$ cat src/rtl/riscv_pkg.sv
// Shared opcode constants, ALU operation encodings and controller state type.
// Pure declarations: no logic, no latency.
// No flow control of its own; users decide how these values are sequenced.
package riscv_pkg;

  localparam logic [6:0] OP_RTYPE  = 7'b0110011;
  localparam logic [6:0] OP_LOAD   = 7'b0000011;
  localparam logic [6:0] OP_STORE  = 7'b0100011;
  localparam logic [6:0] OP_BRANCH = 7'b1100011;

  localparam logic [1:0] ALU_ADD   = 2'b00;
  localparam logic [1:0] ALU_SUB   = 2'b01;
  localparam logic [1:0] ALU_FUNCT = 2'b10;

  typedef enum logic [2:0] {
    ST_FETCH  = 3'd0,
    ST_DECODE = 3'd1,
    ST_EXEC   = 3'd2,
    ST_MEM    = 3'd3,
    ST_WB     = 3'd4,
    ST_HALT   = 3'd5
  } state_t;

endpackage

$ cat src/rtl/multicycle_ctrl.sv
// Multicycle RV-subset controller: FETCH/DECODE/EXEC/MEM/WB sequencing, outputs decoded from state.
// Latency (mem_ready high): beq 3, R 4, store 4, load 5 cycles; outputs are combinational.
// Backpressure: FETCH and MEM hold while mem_ready is low. MC_ILLEGAL_TRAP_EN: trap to HALT on bad opcode.
module multicycle_ctrl
  import riscv_pkg::*;
(
  input  logic       clk,
  input  logic       rst_n,
  input  logic [6:0] opcode,
  input  logic       zero,
  input  logic       mem_ready,
  output logic       mem_read,
  output logic       mem_write,
  output logic       ir_write,
  output logic       pc_write,
  output logic       reg_write,
  output logic       mem_to_reg,
  output logic       alu_src,
  output logic [1:0] alu_op,
  output logic       pc_src,
  output logic       retire,
  output logic       illegal
);

  state_t state;

  logic is_r;
  logic is_ld;
  logic is_st;
  logic is_br;
  logic is_sup;

  assign is_r   = (opcode == OP_RTYPE);
  assign is_ld  = (opcode == OP_LOAD);
  assign is_st  = (opcode == OP_STORE);
  assign is_br  = (opcode == OP_BRANCH);
  assign is_sup = is_r | is_ld | is_st | is_br;

`ifdef MC_ILLEGAL_TRAP_EN
  logic illegal_q;
  assign illegal = illegal_q;
`else
  assign illegal = 1'b0;
`endif

  // State sequencing (and sticky illegal flag when trapping is enabled)
  always_ff @(posedge clk or negedge rst_n) begin
    if (!rst_n) begin
      state <= ST_FETCH;
`ifdef MC_ILLEGAL_TRAP_EN
      illegal_q <= 1'b0;
`endif
    end else begin
      case (state)
        ST_FETCH: if (mem_ready) state <= ST_DECODE;
        ST_DECODE: begin
          if (is_sup) begin
            state <= ST_EXEC;
          end else begin
`ifdef MC_ILLEGAL_TRAP_EN
            illegal_q <= 1'b1;
            state     <= ST_HALT;
`else
            state     <= ST_FETCH;
`endif
          end
        end
        ST_EXEC: begin
          if (is_r)               state <= ST_WB;
          else if (is_ld || is_st) state <= ST_MEM;
          else                    state <= ST_FETCH;
        end
        ST_MEM: if (mem_ready) state <= is_st ? ST_FETCH : ST_WB;
        ST_WB:   state <= ST_FETCH;
        ST_HALT: state <= ST_HALT;
        default: state <= ST_FETCH;
      endcase
    end
  end

  // Control outputs decoded from state and opcode; all forced low while in reset
  always_comb begin
    mem_read   = 1'b0;
    mem_write  = 1'b0;
    ir_write   = 1'b0;
    pc_write   = 1'b0;
    reg_write  = 1'b0;
    mem_to_reg = 1'b0;
    alu_src    = 1'b0;
    alu_op     = ALU_ADD;
    pc_src     = 1'b0;
    retire     = 1'b0;
    case (state)
      ST_FETCH: begin
        mem_read = 1'b1;
        ir_write = mem_ready;
        pc_write = mem_ready;
      end
      ST_DECODE: begin
`ifndef MC_ILLEGAL_TRAP_EN
        retire = ~is_sup;
`endif
      end
      ST_EXEC: begin
        if (is_r) begin
          alu_op = ALU_FUNCT;
        end else if (is_ld || is_st) begin
          alu_src = 1'b1;
        end else if (is_br) begin
          alu_op   = ALU_SUB;
          pc_write = zero;
          pc_src   = 1'b1;
          retire   = 1'b1;
        end
      end
      ST_MEM: begin
        mem_read  = is_ld;
        mem_write = is_st;
        retire    = is_st & mem_ready;
      end
      ST_WB: begin
        reg_write  = 1'b1;
        mem_to_reg = is_ld;
        retire     = 1'b1;
      end
      default: ;
    endcase
    if (!rst_n) begin
      mem_read   = 1'b0;
      mem_write  = 1'b0;
      ir_write   = 1'b0;
      pc_write   = 1'b0;
      reg_write  = 1'b0;
      mem_to_reg = 1'b0;
      alu_src    = 1'b0;
      alu_op     = ALU_ADD;
      pc_src     = 1'b0;
      retire     = 1'b0;
    end
  end

endmodule
$ cat config.mk
export PLATFORM = sky130hd
export DESIGN_NAME = multicycle_ctrl
export DESIGN_NICKNAME = d
export VERILOG_FILES = /design/src/rtl/riscv_pkg.sv /design/src/rtl/multicycle_ctrl.sv
export SDC_FILE = /design/constraint.sdc
export NUM_CORES = 1
export LEC_CHECK = 0
export CORE_AREA = 2 2 39 41
export DETAILED_ROUTE_END_ITERATION = 6
export DIE_AREA = 0 0 41 43
export PLACE_DENSITY = 0.81
export SYNTH_ARGS = -nofsm -noshare
export SYNTH_HDL_FRONTEND = slang
export SYNTH_SLANG_ARGS = --single-unit
$ cat constraint.sdc
create_clock -name clk -period 3.6 [get_ports clk]
set_input_delay 0.54 -clock clk [delete_from_list [all_inputs] [get_ports clk]]
set_output_delay 0.54 -clock clk [all_outputs]
set_load 0.01 [all_outputs]
==> reports/metrics.cfg <==
[timing]
finalClockSkew_ns = 0.000155
max_clock_freq_mhz = 314
rsz0062_at_grt = no
fin_crit_ns = 3.18
fin_setup_tns_ns = 0
setup_viol = 0
maxSlewViolCount = 0
slew_headroom = 0.628
worstMarginPinSlew_ns = 0.558
hold_violations = 0
fin_ws_ns = 0.418
fin_crit_sh = 0.884

[floorplanning]
die-area_um2 = 1760
core_um2 = 1380
die_y_um = 43
rows = 14
initial_core_util = 0.344
fp.dieW_um = 41
io-pin-count = 23

[final_layout]
top_register = state
synthToLayoutAreaGrowth_pct = 44.9
top_regs = state: 3 flops
fillers = 143
finalNetCount = 92
drive_above_1_share = 0.100
insertedDiodeCount = 0
largest_reg_flops = 3

[logic_synthesis]
synth_cell_types = 36
yosysSeqAreaShare = 0.157
yosysWarnings = 0
syn_nets = 72
yosys.area_share.simple = 0.501
synthMuxAreaShare = 0.0446
synth_top_area_cell = dfrtp_1
ys_ff_latch = 3
avgSynthCellArea_um2 = 7.81
synth_top_family_by_area = simple AND/OR/NAND/NOR gates
synth_most_common_cell = nor2_1
synth_area_leaders = dfrtp_1, nor4b_1, nor4b_4
ys_async_sr_fraction = 1.00
synth_area_um2 = 477
synth_common_cells = nor2_1, inv_1
syn_inst = 61
synth-compound-area-share = 0.147
synth_edf_count = 0
synth_ff_type = dfrtp_1
synth-adder-area-share = 0.0210
synth_top_area_frac = 0.157
synth_xor_area_frac = 0

[place]
io_buffer_count = 21
pre_cts_ws_ns = 0.395
dp_hpwl_um = 966
place.gp.congestion = 0.926

[critical_path]
r2r_setup_slack_ns = 2.25
timing.rr.start = state[0]$_DFFE_PN0P_
worst-path-buf-inv = 2
cp_num_cells = 6
arrival_ns = 2.64
crit_type = in -> out
cp_top_family = simple AND/OR/NAND/NOR gates
crit_fanout = 8
worstPathCellList = clkdlybuf4s50_1 -> nand4bb_1 -> nor2_1 -> nand3_1 -> nor4b_1 -> clkdlybuf4s50_1
r2r_cells = 3
slowest_stage = clkdlybuf4s50_1
rr_endpoint = state[1]$_DFFE_PN0P_
required_ns = 3.06
end_kind = primary output
start_kind = input pin
cpPeakStageDelay_ns = 0.62
cpMostUsedCell = clkdlybuf4s50_1

[clocking]
postCtsSetupBuffers = 0
cts.repair.resized = 0
cts_tree = yes
clock_path_buffers = 2
holdBufCountCts = 0
clk_pin_slew_ns = 0.04
htreeDepth = 1
clk_latency_ns = 0.23
root_buffer = clkbuf_4
cts_buffers = 3
numClockSinks = 3

[global_routing]
antenna_found_initial = 0
grt_max_degree = 18
met3_usage = 0.0157
use_met1 = 0.213
grt_pass1_wl_um = 2130
use_met2 = 0.263
grt_usage = 0.170
grt-busiest-layer = met2
grt-ovfl-total = 0
grt_pass1_vias = 506

[power_and_ir_drop]
peakVddDrop_mv = 0.158
leakage_nw = 0.246
p_per_area_nw_per_um2 = 346

[worst_hold_path]
min_path_type = in -> async

[route]
wl_um = 1310
routedWlPerCell_um = 13.6
first_pass_iters = 4
ant_nets = 0
drc = 0
initialDrtViolationCount = 26
viasPerCell = 5.64
vias = 541

[flow_run]
max_cap_viol_count = 0

[run_status]
status = finished clean

==> worst max-delay path by stage <==
| stage | slack [ns] | from | endpoint |
|---|---|---|---|
| CTS | 0.37 | opcode[2] | alu_op[0] |
| global placement | 0.44 | opcode[2] | pc_src |
| detailed placement | 0.39 | opcode[2] | alu_op[0] |
| finish | 0.42 | opcode[2] | alu_op[0] |
| floorplan | 1.23 | opcode[2] | alu_op[0] |
| global route | 0.23 | opcode[2] | alu_op[0] |
==> cell families (layout without fill, tap and decap cells) <==
logic type | count (synthesis) | after routing
other | 1 | 1
adder cells (fa/ha/maj) | 1 | 1
multiplexers | 2 | 2
flip-flops | 3 | 3
AND/OR/NAND/NOR | 34 | 34
buffers and inverters | 10 | 29
AO/OA/AOI/OAI | 10 | 10
==> worst reg2reg max path: stages (launching register included) <==
cell	delay, ns
dfrtp_1	0.68
inv_1	0.08
o31ai_1	0.32
and3b_1	0.20
==> per-stage QoR <==
stage	std cells	instance area (um^2)	total power [mW]	hold slack [ns]	util
final	96	691	0.239	0.562	0.499
after global routing	96	691	0.260	0.562	0.499
after CTS	96	691	0.241	0.560	0.499
after detailed placement	92	664	0.178	0.611	0.480
after global placement	92	664	0.176	0.598	0.480
after floorplan	61	477	0.136	0.244	-
==> routing by layer <==
metal  vias to the layer above  routed length, um
met5                         -                  0
met4                         0                 15
met3                         2                127
met2                        34                626
met1                       251                535
li1                        254                  -
==> power breakdown <==
group          internal, mW  switching (mW)  leakage [nW]  total (mW)
Clock                0.0416          0.0185        0.0150      0.0601
Sequential           0.0412          0.0318        0.0401      0.0730
Combinational        0.0600          0.0457         0.191       0.106
Total                 0.143          0.0960         0.246       0.239
==> layout make-up <==
type / instances / area [um^2] / share of cell area
multi-input combinational: 48 / 344 / 0.498
timing repair buffer: 21 / 210 / 0.304
sequential: 3 / 75.1 / 0.109
clock buffer: 4 / 26.3 / 0.0380
tap: 16 / 20.0 / 0.0290
inverter: 4 / 15.0 / 0.0217
==> layout by cell type (no fill, tap or decap), drive strengths merged, types with 2 or more instances in the layout <==
cell type      instances
o21ai                  3
nor2                   5
nand2                  3
nor3                   2
nor3b                  2
nand2b                 2
inv                    4
nor2b                  3
clkdlybuf4s50         21
nand3                  2
nor4b                  4
clkbuf                 4
a31oi                  3
o31ai                  2
dfrtp                  3
No activity file was read; power rests on OpenSTA's default activity.
